$ cat src/rtl/det_share_arbiter.sv
// Round-robin share of one serial pattern detector: grant, shift word MSB-first, flush, report match.
// Latency: grant the cycle after req is sampled, done W+2 cycles after the pick; no backpressure on results.
module det_share_arbiter #(
    parameter int NREQ = 4,
    parameter int W    = 8,
    parameter int IDW  = 2
) (
    input  logic                 clk,
    input  logic                 reset,
    input  logic [NREQ-1:0]      req,
    input  logic [NREQ*W-1:0]    data,
    output logic [NREQ-1:0]      grant,
    output logic                 det_rst,
    output logic                 det_bit,
    input  logic                 det_z,
    output logic                 done,
    output logic                 match,
    output logic [IDW-1:0]       done_id
);

    localparam int CW = (W > 1) ? $clog2(W) : 1;

    typedef enum logic [1:0] {IDLE, SHIFT, FLUSH, DONE} state_t;

    state_t          state_q, state_d;
    logic [IDW-1:0]  rr_q, rr_d;
    logic [IDW-1:0]  idx_q, idx_d;
    logic [W-1:0]    shreg_q, shreg_d;
    logic [CW-1:0]   cnt_q, cnt_d;
    logic            hit_q, hit_d;
    logic [NREQ-1:0] grant_q, grant_d;
    logic            det_rst_q, det_rst_d;
    logic            det_bit_q, det_bit_d;
    logic            done_q, done_d;
    logic            match_q, match_d;
    logic [IDW-1:0]  done_id_q, done_id_d;

    logic            pick_vld;
    logic [IDW-1:0]  pick_idx;
    logic [IDW:0]    cand;
    logic [W-1:0]    pick_word;

    // First requester at or above rr, wrapping at NREQ-1.
    always_comb begin
        pick_vld = 1'b0;
        pick_idx = '0;
        cand     = '0;
        for (int i = 0; i < NREQ; i++) begin
            cand = {1'b0, rr_q} + (IDW+1)'(i);
            if (cand >= (IDW+1)'(NREQ)) cand = cand - (IDW+1)'(NREQ);
            if (!pick_vld && req[cand[IDW-1:0]]) begin
                pick_vld = 1'b1;
                pick_idx = cand[IDW-1:0];
            end
        end
    end

    assign pick_word = data[int'(pick_idx)*W +: W];

    always_comb begin
        state_d   = state_q;
        rr_d      = rr_q;
        idx_d     = idx_q;
        shreg_d   = shreg_q;
        cnt_d     = cnt_q;
        hit_d     = hit_q;
        grant_d   = grant_q;
        det_rst_d = det_rst_q;
        det_bit_d = det_bit_q;
        done_d    = 1'b0;
        match_d   = 1'b0;
        done_id_d = done_id_q;
        case (state_q)
            IDLE: begin
                if (pick_vld) begin
                    state_d   = SHIFT;
                    idx_d     = pick_idx;
                    det_bit_d = pick_word[W-1];
                    shreg_d   = {pick_word[W-2:0], 1'b0};
                    grant_d   = NREQ'(1) << pick_idx;
                    det_rst_d = 1'b0;
                    cnt_d     = '0;
                    hit_d     = 1'b0;
                end
            end
            SHIFT: begin
                hit_d = hit_q | det_z;
                cnt_d = cnt_q + CW'(1);
                if (cnt_q == CW'(W-1)) begin
                    state_d   = FLUSH;
                    det_bit_d = 1'b0;
                end else begin
                    det_bit_d = shreg_q[W-1];
                    shreg_d   = {shreg_q[W-2:0], 1'b0};
                end
            end
            FLUSH: begin
                // z lags its input bit by a clock, so the last bit's result only shows up here.
                hit_d     = hit_q | det_z;
                state_d   = DONE;
                done_d    = 1'b1;
                match_d   = hit_q | det_z;
                done_id_d = idx_q;
                det_rst_d = 1'b1;
                det_bit_d = 1'b0;
            end
            DONE: begin
                state_d   = IDLE;
                grant_d   = '0;
                det_rst_d = 1'b1;
                rr_d      = (idx_q == IDW'(NREQ-1)) ? '0 : idx_q + IDW'(1);
            end
            default: state_d = IDLE;
        endcase
    end

    always_ff @(posedge clk or posedge reset) begin
        if (reset) begin
            state_q   <= IDLE;
            rr_q      <= '0;
            idx_q     <= '0;
            shreg_q   <= '0;
            cnt_q     <= '0;
            hit_q     <= 1'b0;
            grant_q   <= '0;
            det_rst_q <= 1'b1;
            det_bit_q <= 1'b0;
            done_q    <= 1'b0;
            match_q   <= 1'b0;
            done_id_q <= '0;
        end else begin
            state_q   <= state_d;
            rr_q      <= rr_d;
            idx_q     <= idx_d;
            shreg_q   <= shreg_d;
            cnt_q     <= cnt_d;
            hit_q     <= hit_d;
            grant_q   <= grant_d;
            det_rst_q <= det_rst_d;
            det_bit_q <= det_bit_d;
            done_q    <= done_d;
            match_q   <= match_d;
            done_id_q <= done_id_d;
        end
    end

    assign grant   = grant_q;
    assign det_rst = det_rst_q;
    assign det_bit = det_bit_q;
    assign done    = done_q;
    assign match   = match_q;
    assign done_id = done_id_q;

endmodule

$ cat config.mk
export PLATFORM = sky130hd
export DESIGN_NAME = det_share_arbiter
export DESIGN_NICKNAME = d
export VERILOG_FILES = /design/src/rtl/det_share_arbiter.sv
export SDC_FILE = /design/constraint.sdc
export NUM_CORES = 1
export LEC_CHECK = 0
export ABC_AREA = 1
export BUFFER_PORTS_ARGS = -buffer_cell sky130_fd_sc_hd__buf_2
export CORE_MARGIN = 5
export CORE_UTILIZATION = 54
export CTS_CLUSTER_DIAMETER = 60
export CTS_CLUSTER_SIZE = 10
export DETAILED_ROUTE_END_ITERATION = 10
export HOLD_SLACK_MARGIN = 0.06
export PLACE_DENSITY = 0.79
export SLEW_MARGIN = 10
export SYNTH_ARGS = -nofsm -noshare
export SYNTH_HDL_FRONTEND = slang
export SYNTH_SLANG_ARGS = --single-unit
$ cat constraint.sdc
create_clock -name clk -period 4.3 [get_ports clk]
set_clock_uncertainty 0.05 [all_clocks]
set_input_delay 0.43 -clock clk [delete_from_list [all_inputs] [get_ports clk]]
set_output_delay 0.43 -clock clk [all_outputs]
set_load 0.02 [all_outputs]
==> results.py <==
metrics = {
    "run": {
        "maxCapViolations": 0,
    },
    "timing": {
        "setup_tns_ns": 0,
        "rsz0062_at_grt": "no",
        "slew_headroom_pct": 31.8,
        "setup_viol": 0,
        "fmax_ghz": 0.455,
        "tightestPinTransition_ns": 1.02,
        "finalHoldViolations": 0,
        "worst_slack_ns": 2.10,
        "period_needed_ns": 2.20,
        "period_share_pct": 51.1,
        "slew_viol_final": 0,
    },
    "routing": {
        "drc": 0,
        "wl_per_cell_um": 12.4,
        "dr.pass1.iters": 4,
        "drt_iter0_drc": 101,
        "finalWirelength_um": 4380,
        "vias": 1803,
        "ant_nets": 0,
        "via_per_inst": 5.11,
    },
    "global_routing": {
        "overflow": 0,
        "first_global_vias": 1747,
        "antenna_found_initial": 0,
        "grt_max_degree": 28,
        "grt_usage_pct": 18.4,
        "grt_pass1_wl_um": 7490,
    },
    "logic_synthesis": {
        "synth_top_area_share_pct": 33.1,
        "ys_types": 33,
        "post_synth.cell_area_avg_um2": 7.55,
        "synth_top_family_by_area": "simple AND/OR/NAND/NOR gates",
        "yosys.area.top_type": "dfrtp_1",
        "synthSimpleGateAreaFrac_pct": 40.9,
        "synth_compound_area_share_pct": 10.3,
        "muxShareOfSynthArea_pct": 0,
        "synthCells": 260,
        "synth-adder-area-share_pct": 5.10,
        "synth.net_count": 307,
        "synth-seq-cells": 27,
        "synthXorXnorAreaFrac_pct": 0,
        "synthTopCellsByArea": "dfrtp_1 33%, nand2_1 19%, nand3_1 5.9%, ha_1 5.1%, inv_1 4.6%",
        "seq_area_frac_synth_pct": 34.5,
        "ys_warn_count": 0,
        "synth_area_um2": 1960,
    },
    "power_and_ir_drop": {
        "powerDensity_nw_per_um2": 911,
        "power_frac_seq_pct": 22.6,
        "total_power_mw": 2.02,
        "combPwrFrac_pct": 71.9,
        "switching_share_pct": 56.3,
        "clock_power_share_pct": 5.5,
        "switching_power_mw": 1.14,
        "power.internal_uw": 884,
        "p_leak_nw": 1.24,
        "ir_worst_vdd_mv": 0.389,
    },
    "clock_tree": {
        "clk_pin_slew_ns": 0.15,
        "clock_sinks": 27,
        "clock_latency_ns": 0.32,
        "postCtsResizedCells": 0,
        "post_cts_buffers": 0,
        "cts_buffer_depth": 2,
        "cts_hold_buf": 0,
        "cts-root-buf": "clkbuf_4",
        "cts_htree_levels": 1,
        "cts_buffers": 3,
        "cts_tree": "yes",
    },
    "die": {
        "ios": 49,
        "dieArea_um2": 4940,
        "die_y_um": 70.3,
        "chipWidth_um": 70.3,
        "rows": 22,
        "start_util_pct": 54.9,
        "core-area_um2": 3580,
    },
    "placement": {
        "dpl.cell_count": 349,
        "gp_congestion": 0.796,
        "io_buffers": 48,
        "dp_hpwl_um": 3520,
        "dp_slack_ns": 2.12,
    },
    "setup_path": {
        "endpoint_kind": "register",
        "critPathKind": "reg2reg",
        "worstSetupStartpointType": "register",
        "arrival_ns": 2.42,
        "cp.required_ns": 4.53,
        "reg2reg_from": "rr_q[0]",
        "crit_path_start": "rr_q[0]",
        "crit_fanout": 21,
    },
    "cells_and_area": {
        "finish.net_count": 353,
        "diodes": 0,
        "syn_to_final_growth_pct": 13.1,
        "drive_gt1_share_pct": 27.9,
        "final_cells": 353,
    },
    "worst_hold_path": {
        "min_path_type": "in2async",
    },
    "outcome": {
        "status": "finished, final reports clean",
    },
}
power by group through the flow:
stage / Sequential, mW / Clock, mW / Combinational (mW)
floorplan: 0.472 / 0 / 1.26
global placement: 0.458 / 0 / 1.42
detailed placement: 0.462 / 0 / 1.46
CTS: 0.457 / 0.112 / 1.46
global route: 0.473 / 0.125 / 1.65
finish: 0.457 / 0.111 / 1.45
critical path, cell delays in order, from the launching register on:
cell and delay (ns):
dfrtp_1 0.64, nand2_1 0.13, nand3_1 0.17, nand2_4 0.11, nor2_8 0.15, nand3_4 0.08
nand2_2 0.08, nand2_4 0.15, inv_4 0.19, nand2_1 0.06, nand2_1 0.06, nand2_1 0.04
nand3_1 0.09, nand2_1 0.06, nand2_1 0.07
final timing paths:
kind	endpoint	slack, ns	cells after the start
max	shreg_q[4]	2.10	14
min	cnt_q[2]	0.26	2
max reg2reg	shreg_q[4]	2.10	14
min reg2reg	cnt_q[0]	0.44	1
max in group asynchronous	shreg_q[7]	3.32	2
min in group clk	match	0.32	3
layout by cell type (no fill, tap or decap), drive strengths merged:
cell | synthesis | final
nand2 | 114 | 114
buf | 7 | 48
inv | 27 | 27
dfrtp | 26 | 26
nand3 | 26 | 26
nor2 | 16 | 16
o21ai | 13 | 13
ha | 8 | 8
nand4 | 5 | 5
a21oi | 4 | 4
o32ai | 4 | 4
o21bai | 3 | 3
clkbuf | 0 | 3
o211ai | 2 | 2
nor3 | 2 | 2
o31ai | 1 | 1
o22ai | 1 | 1
clkinv | 0 | 1
dfstp | 1 | 1
area by class of cell:
class                   count  area, µm²
well taps                  48       60.1
clock inverters             1       5.00
clock buffers               3       22.5
repair buffers             48        240
fillers                   344       1360
multi-input cells         199       1100
inverters                  27        111
flip-flops and latches     27        677
cell families after synthesis:
| kind of cell | count (synthesis) |
|---|---|
| buf+inv | 34 |
| flops | 27 |
| simple gates | 163 |
| fa+ha+maj | 8 |
| compound gates | 28 |
Yosys cell counts:
master and count:
o21ai_4 1, nand3_1 23, nand2_2 6, inv_2 1, dfstp_2 1, o31ai_1 1, inv_1 24, o32ai_1 2
nor2_2 4, nand4_1 4, buf_4 2, o21bai_1 3, o21ai_0 11, nand2_1 100, nor2_4 1, nor3_2 1
inv_4 1, nand3_2 2, o211ai_1 2, o22ai_1 1, nor3_1 1, nor2_1 10, dfrtp_1 26, ha_1 8
nor2_8 1, o21ai_2 1, a21oi_1 4, inv_8 1, nand2_4 8, nand4_2 1, buf_6 5, o32ai_2 2
nand3_4 1
layer usage:
metal	wire length, µm	GRT usage [%]
met1	1920	24.3
met2	2160	30.8
met3	235	3.02
met4	62	5.32
met5	0	0
registers in the layout, indices dropped and copies added (netlist names):
register and cells:
shreg_q 7, det_bit 1, match 1, grant 4, state_q 2, done 1
cnt_q 3, rr_q 2, det_rst 1, idx_q 2, hit_q 1, done_id 2
metrics by stage:
| stage | hold WS [ns] | instance area, µm² | utilization (%) |
|---|---|---|---|
| after global routing | 0.326 | 2220 | 62.0 |
| after floorplan | 0.399 | 1960 | - |
| after CTS | 0.308 | 2220 | 62.0 |
| after detailed placement | 0.416 | 2190 | 61.3 |
| final | 0.265 | 2220 | 62.0 |
| after global placement | 0.406 | 2190 | 61.3 |
Note: power is estimated with default switching activity, not from simulation.
